===== config.mk =====
export PLATFORM = sky130hd
export DESIGN_NAME = tone_meter
export DESIGN_NICKNAME = d
export VERILOG_FILES = /design/src/rtl/sound_pkg.sv /design/src/rtl/sync_edge_det.sv /design/src/rtl/tone_meter.sv
export SDC_FILE = /design/constraint.sdc
export NUM_CORES = 1
export LEC_CHECK = 0
export ABC_CLOCK_PERIOD_IN_PS = 5300
export BUFFER_PORTS_ARGS = -buffer_cell sky130_fd_sc_hd__buf_2
export CAP_MARGIN = 20
export CORE_ASPECT_RATIO = 0.8
export CORE_MARGIN = 4
export CORE_UTILIZATION = 50
export DETAILED_ROUTE_END_ITERATION = 8
export GPL_TIMING_DRIVEN = 0
export PLACE_DENSITY_LB_ADDON = 0.05
export SYNTH_ARGS = -nofsm -noshare
export SYNTH_HDL_FRONTEND = slang
export SYNTH_SLANG_ARGS = --single-unit

===== constraint.sdc =====
create_clock -name clk -period 5.3 [get_ports clk]
set_input_delay 1.06 -clock clk [delete_from_list [all_inputs] [get_ports clk]]
set_output_delay 1.06 -clock clk [all_outputs]
set_load 0.02 [all_outputs]

===== src/rtl/sound_pkg.sv =====
// Shared constants for the tone generators and the tone meter: the system
// clock, note frequencies and the gate-window arithmetic.
package sound_pkg;

    localparam int unsigned CLK_FREQ = 50_000_000;

    localparam int unsigned NOTE_C4 = 262;
    localparam int unsigned NOTE_E4 = 330;
    localparam int unsigned NOTE_G4 = 392;
    localparam int unsigned NOTE_A4 = 440;
    localparam int unsigned NOTE_C5 = 523;
    localparam int unsigned NOTE_E5 = 659;

    localparam int          FREQ_W   = 17;
    localparam int unsigned FREQ_MAX = (1 << FREQ_W) - 1;

    // gate_ms must divide 1000, so both results are exact integers.
    function automatic int unsigned gate_cycles(input int unsigned clk_freq,
                                                input int unsigned gate_ms);
        return clk_freq / 1000 * gate_ms;
    endfunction

    function automatic int unsigned gate_scale(input int unsigned gate_ms);
        return 1000 / gate_ms;
    endfunction

endpackage


===== src/rtl/sync_edge_det.sv =====
// Three-flop synchronizer for an asynchronous level input with a one-cycle
// rising-edge pulse; also used for the button inputs.
module sync_edge_det (
    input  logic clk,
    input  logic reset,
    input  logic d_i,
    output logic rise_o
);

    logic [2:0] sync_q;

    // NOTE: sequential state is written with <= so every flop samples the pre-edge values.
    always_ff @(posedge clk or posedge reset) begin
        if (reset) begin
            sync_q <= '0;
        end else begin
            sync_q <= {sync_q[1:0], d_i};
        end
    end

    assign rise_o = sync_q[1] & ~sync_q[2];

endmodule


===== src/rtl/tone_meter.sv =====
// Frequency meter: counts synchronized rising edges of sig_in over a fixed
// gate window, scales the count to Hz and flags a match against TARGET+/-TOL.
module tone_meter #(
    parameter int unsigned CLK_FREQ = sound_pkg::CLK_FREQ,
    parameter int unsigned GATE_MS  = 100,
    parameter int unsigned TARGET   = sound_pkg::NOTE_A4,
    parameter int unsigned TOL      = 10
) (
    input  logic        clk,
    input  logic        reset,
    input  logic        en,
    input  logic        sig_in,
    output logic [16:0] freq_hz,
    output logic        valid,
    output logic        overflow,
    output logic        match
);

    import sound_pkg::*;

    localparam int unsigned GATE_CYCLES = gate_cycles(CLK_FREQ, GATE_MS);
    localparam int unsigned SCALE       = gate_scale(GATE_MS);
    localparam int unsigned LO          = (TARGET > TOL) ? TARGET - TOL : 0;
    localparam int unsigned HI          = TARGET + TOL;
    localparam int          GATE_W      = (GATE_CYCLES > 1) ? $clog2(GATE_CYCLES) : 1;
    localparam logic [GATE_W-1:0] GATE_LAST = GATE_W'(GATE_CYCLES - 1);

    logic              rise;
    logic [GATE_W-1:0] gate_cnt_q, gate_cnt_d;
    logic [FREQ_W-1:0] edge_cnt_q, edge_cnt_d;
    logic [FREQ_W-1:0] edge_final;
    logic [FREQ_W-1:0] freq_q, freq_d;
    logic              valid_q, valid_d;
    logic              overflow_q, overflow_d;
    logic              match_q, match_d;
    logic [31:0]       prod;
    logic              prod_ovf;

    sync_edge_det u_sync (
        .clk    (clk),
        .reset  (reset),
        .d_i    (sig_in),
        .rise_o (rise)
    );

    // edge_final includes a rise arriving in the current cycle, so a rise in the
    // last window cycle is counted in the window it belongs to.
    always_comb begin
        edge_final = edge_cnt_q;
        if (rise && (edge_cnt_q != FREQ_W'(FREQ_MAX))) begin
            edge_final = edge_cnt_q + 1'b1;
        end
        prod     = 32'(edge_final) * SCALE;
        prod_ovf = (prod > FREQ_MAX);
    end

    // NOTE: every always_comb output gets a default first so no path infers a latch.
    always_comb begin
        gate_cnt_d = '0;
        edge_cnt_d = '0;
        valid_d    = 1'b0;
        freq_d     = freq_q;
        overflow_d = overflow_q;
        match_d    = match_q;
        if (en) begin
            if (gate_cnt_q == GATE_LAST) begin
                valid_d    = 1'b1;
                overflow_d = prod_ovf;
                freq_d     = prod_ovf ? '1 : prod[FREQ_W-1:0];
                match_d    = !prod_ovf && (prod >= LO) && (prod <= HI);
            end else begin
                gate_cnt_d = gate_cnt_q + 1'b1;
                edge_cnt_d = edge_final;
            end
        end
    end

    always_ff @(posedge clk or posedge reset) begin
        if (reset) begin
            gate_cnt_q <= '0;
            edge_cnt_q <= '0;
            freq_q     <= '0;
            valid_q    <= 1'b0;
            overflow_q <= 1'b0;
            match_q    <= 1'b0;
        end else begin
            gate_cnt_q <= gate_cnt_d;
            edge_cnt_q <= edge_cnt_d;
            freq_q     <= freq_d;
            valid_q    <= valid_d;
            overflow_q <= overflow_d;
            match_q    <= match_d;
        end
    end

    assign freq_hz  = freq_q;
    assign valid    = valid_q;
    assign overflow = overflow_q;
    assign match    = match_q;

endmodule


==> run_results.csv <==
group,metric,value,unit
outcome,outcome,"finished clean",
floorplan,start_util,51.3,%
drt,drc,0,
logic_synthesis,syn_nets,436,
final_layout,antenna_cells,0,
run,maxCapViolations,0,
drt,drtIter0Drc,152,
timing,fmax,196,MHz
drt,first_pass_iters,4,
floorplan,die_w,105,um
final_layout,fillers,662,
logic_synthesis,synthCells,398,
pwr,clkPwrFrac,46.3,%
drt,vias,3052,
clock_tree,root_buffer,"clkbuf_8",
worst_setup_path,path_class,"flip-flop to flip-flop",
global_route,grt_util_met2,28.1,%
global_route,grtUsageTotal,20.2,%
logic_synthesis,ys_seq_area_share,41.1,%
timing,finalSetupViolCount,0,
timing,worst_pin_slew,753,ps
pwr,leakagePower,2.15,nW
hold_path,hp-class,"flip-flop to flip-flop",
clock_tree,cts_buffers,9,
worst_setup_path,cpMostUsedCell,"and3_1",
place,io_buffer_count,23,
timing,slew_violations,0,
floorplan,io_pins,24,
logic_synthesis,ys.flop_type,"dfrtp_1",
clock_tree,cts_sinks,62,
clock_tree,postCtsHoldBufs,0,
global_route,grt.busiest_layer,"met1",
clock_tree,cts_buffer_depth,2,
drt,wl_per_cell,15.9,um
timing,rsz0062_at_grt,"yes",
pwr,power,1.02,mW
final_layout,stdcell_area,0.00463,sq mm
logic_synthesis,async_reset_ff_share,100,%
clock_tree,cts_tree,"yes",
timing,relSlewSlack,49.7,%
floorplan,rows,28,
floorplan,die_y,85.7,um
floorplan,core-area,0.00736,sq mm
place,place_hpwl,6.03,mm
timing,final-hold-violation-count,0,
timing,skew,6.34,ps
pwr,intPower,0.789,mW
worst_setup_path,crit_family,"simple AND/OR/NAND/NOR gates",
floorplan,die-area,0.00900,sq mm
final_layout,multi_input_area,0.00238,sq mm
timing,fin_crit_sh,96.1,%
place,place_area,0.00402,sq mm
logic_synthesis,synth_edf_count,0,
drt,wirelength,8.59,mm
logic_synthesis,synth_cell_type_count,51,
place,dp_cells,512,
global_route,antenna_found_initial,0,
worst_setup_path,arrival,5330,ps
global_route,overflow,0,
worst_setup_path,cp-start-kind,"flip-flop",
drt,viasPerCell,5.64,
place,post-place-ws,-776,ps
final_layout,nets,485,
logic_synthesis,ys_seq_elements,62,
pwr,peakVddDrop,0.000121,V
final_layout,area_delta_synth_final,22.8,%
clock_tree,htree_levels,3,
timing,tns,0,ps
logic_synthesis,yosys_warnings,0,
final_layout,finish.utilization,63.0,%
pwr,swShare,22.6,%
worst_setup_path,crit_buf_inv,3,
drt,final_antenna_net_count,0,
global_route,use_met1,30.7,%
timing,fin_crit,5090,ps
pwr,seq_power_share,48.1,%
pwr,p_per_area,220,mW/mm^2
global_route,grt_pass1_wl,14.3,mm
global_route,met3_usage,6.09,%
worst_setup_path,worst_path_max_delay_cell,"or4_4",
timing,holdWs,356,ps
final_layout,drive_gt1_share,23.9,%
worst_setup_path,cp_max_fo,6,
global_route,grt_start_max_net_pins,35,
worst_setup_path,cp_data_required_time,5530,ps
worst_setup_path,end_kind,"flip-flop",
pwr,power_frac_comb,5.6,%
timing,setup_slack,205,ps
logic_synthesis,avgSynthCellArea,9.48,sq um
pwr,p_sw,0.230,mW
worst_setup_path,cp_cell_sequence,"and3_1 > and3_1 > nand3_1 > nor2_1 > and4_1 > ha_1 > nor3b_2 > clkbuf_8 > nand4_1 > nor2_4 > buf_4 > buf_4 > nand3_1 > xnor2_2 > ha_1 > ha_4 > and3_1 > a31oi_1 > o311ai_2 > xor2_1 > or4_4 > o22a_1",
final_layout,regArea,0.00155,sq mm
clock_tree,clk_latency,350,ps
clock_tree,clk_pin_slew,70,ps
place,place.gp.congestion,0.868,
worst_setup_path,slowest_delay,610,ps
final_layout,finalNonFillerCells,541,
global_route,grt_pass1_vias,2893,
logic_synthesis,synth.cell_area,0.00377,sq mm
synthesized netlist by cell type (all sizes together), types with 2 or more instances:
cell type / n / area [sq um]
and3: 12 / 75.1
buf: 4 / 22.5
xnor2: 22 / 193
clkbuf: 7 / 26.3
dfrtp: 62 / 1550
mux2i: 5 / 50.1
nand2b: 6 / 37.5
a31oi: 5 / 31.3
a21o: 3 / 22.5
nor3b: 2 / 15.0
o22a: 5 / 43.8
o21ai: 9 / 45.0
inv: 15 / 56.3
nand2: 29 / 109
ha: 33 / 413
and4: 3 / 26.3
o31ai: 3 / 22.5
or2: 2 / 12.5
a21oi: 24 / 120
nor2: 49 / 186
or3: 6 / 37.5
o211ai: 4 / 35.0
a21boi: 3 / 22.5
or4b: 2 / 20.0
nor3: 6 / 35.0
nor4: 4 / 31.3
nor2b: 13 / 81.3
xor2: 19 / 166
nand3b: 2 / 15.0
a211oi: 2 / 15.0
nand3: 17 / 90.1
and2: 3 / 18.8
nand4: 7 / 43.8
per-layer routing:
| layer | up-vias | part of all wire [%] |
|---|---|---|
| li1 | 1499 | - |
| met1 | 1487 | 54 |
| met2 | 58 | 42 |
| met4 | 0 | 0.91 |
| met5 | - | 0 |
| met3 | 8 | 3.9 |
power groups by stage:
| stage | logic, mW | registers, mW | clock network, mW |
|---|---|---|---|
| 3_5_place_dp | 0.0569 | 0.499 | 0 |
| 2_1_floorplan | 0.0288 | 0.507 | 0 |
| 3_3_place_gp | 0.0541 | 0.499 | 0 |
| 6_report | 0.0569 | 0.490 | 0.472 |
| 4_1_cts | 0.0578 | 0.491 | 0.484 |
| 5_1_grt | 0.0646 | 0.492 | 0.509 |
cells in the final DEF, fill, tap and decap left out, types with 6 or more instances in the layout:
| cell | instances |
|---|---|
| dfrtp_1 | 61 |
| inv_1 | 14 |
| ha_4 | 7 |
| o21ai_0 | 7 |
| nor2_1 | 46 |
| nor2b_1 | 13 |
| a21oi_1 | 18 |
| nand4_1 | 7 |
| xor2_1 | 17 |
| and3_1 | 12 |
| or3_1 | 6 |
| ha_1 | 25 |
| nand2_1 | 28 |
| clkbuf_8 | 12 |
| buf_4 | 17 |
| buf_2 | 25 |
| xnor2_2 | 7 |
| nand3_1 | 16 |
| xnor2_1 | 15 |
logic make-up after synthesis:
| group | Yosys count | synth area share (%) |
|---|---|---|
| compound gates | 64 | 10.8 |
| xor+xnor | 41 | 9.52 |
| fa+ha+maj | 34 | 11.5 |
| buf+inv | 26 | 2.79 |
| flops | 62 | 41.1 |
| mux | 5 | 1.33 |
| simple gates | 166 | 22.9 |
final cells by class:
cell class	instances	area share [%]
plain buffers	9	1.16
flip-flops and latches	62	33.5
inverters	15	1.22
repair buffers	40	5.51
multi-input cells	310	51.4
well taps	90	2.43
clock buffers	11	3.27
clock inverters	4	1.51
timing repair:
action / 4_1_cts / 5_1_grt
pin swaps: 3 / 24
endpoints found under the setup margin: 18 / 18
cloned: 0 / 0
endpoints found under the hold margin: 0 / 0
setup buffers: 2 / 14
gates resized for setup: 12 / 39
sequential cells by signal (all words and copies together), names as in the netlist:
signal         flops
edge_cnt_q        17
freq_hz           17
gate_cnt_q        23
match              1
u_sync.sync_q      3
valid              1
path summary, 6_finish.rpt:
check                                           start                          to  slack, ps  cells past startpoint
max in group asynchronous                       reset      freq_hz[9]$_DFFE_PP0P_       3850                      3
setup reg to reg              edge_cnt_q[7]$_DFF_PP0_      freq_hz[3]$_DFFE_PP0P_        210                     22
setup / recovery              edge_cnt_q[7]$_DFF_PP0_      freq_hz[3]$_DFFE_PP0P_        210                     22
hold / removal             u_sync.sync_q[0]$_DFF_PP0_  u_sync.sync_q[1]$_DFF_PP0_        360                      0
min in group asynchronous                       reset     gate_cnt_q[1]$_DFF_PP0_        840                      2
hold reg to reg            u_sync.sync_q[0]$_DFF_PP0_  u_sync.sync_q[1]$_DFF_PP0_        360                      0
No activity file was read; power rests on OpenSTA's default activity.
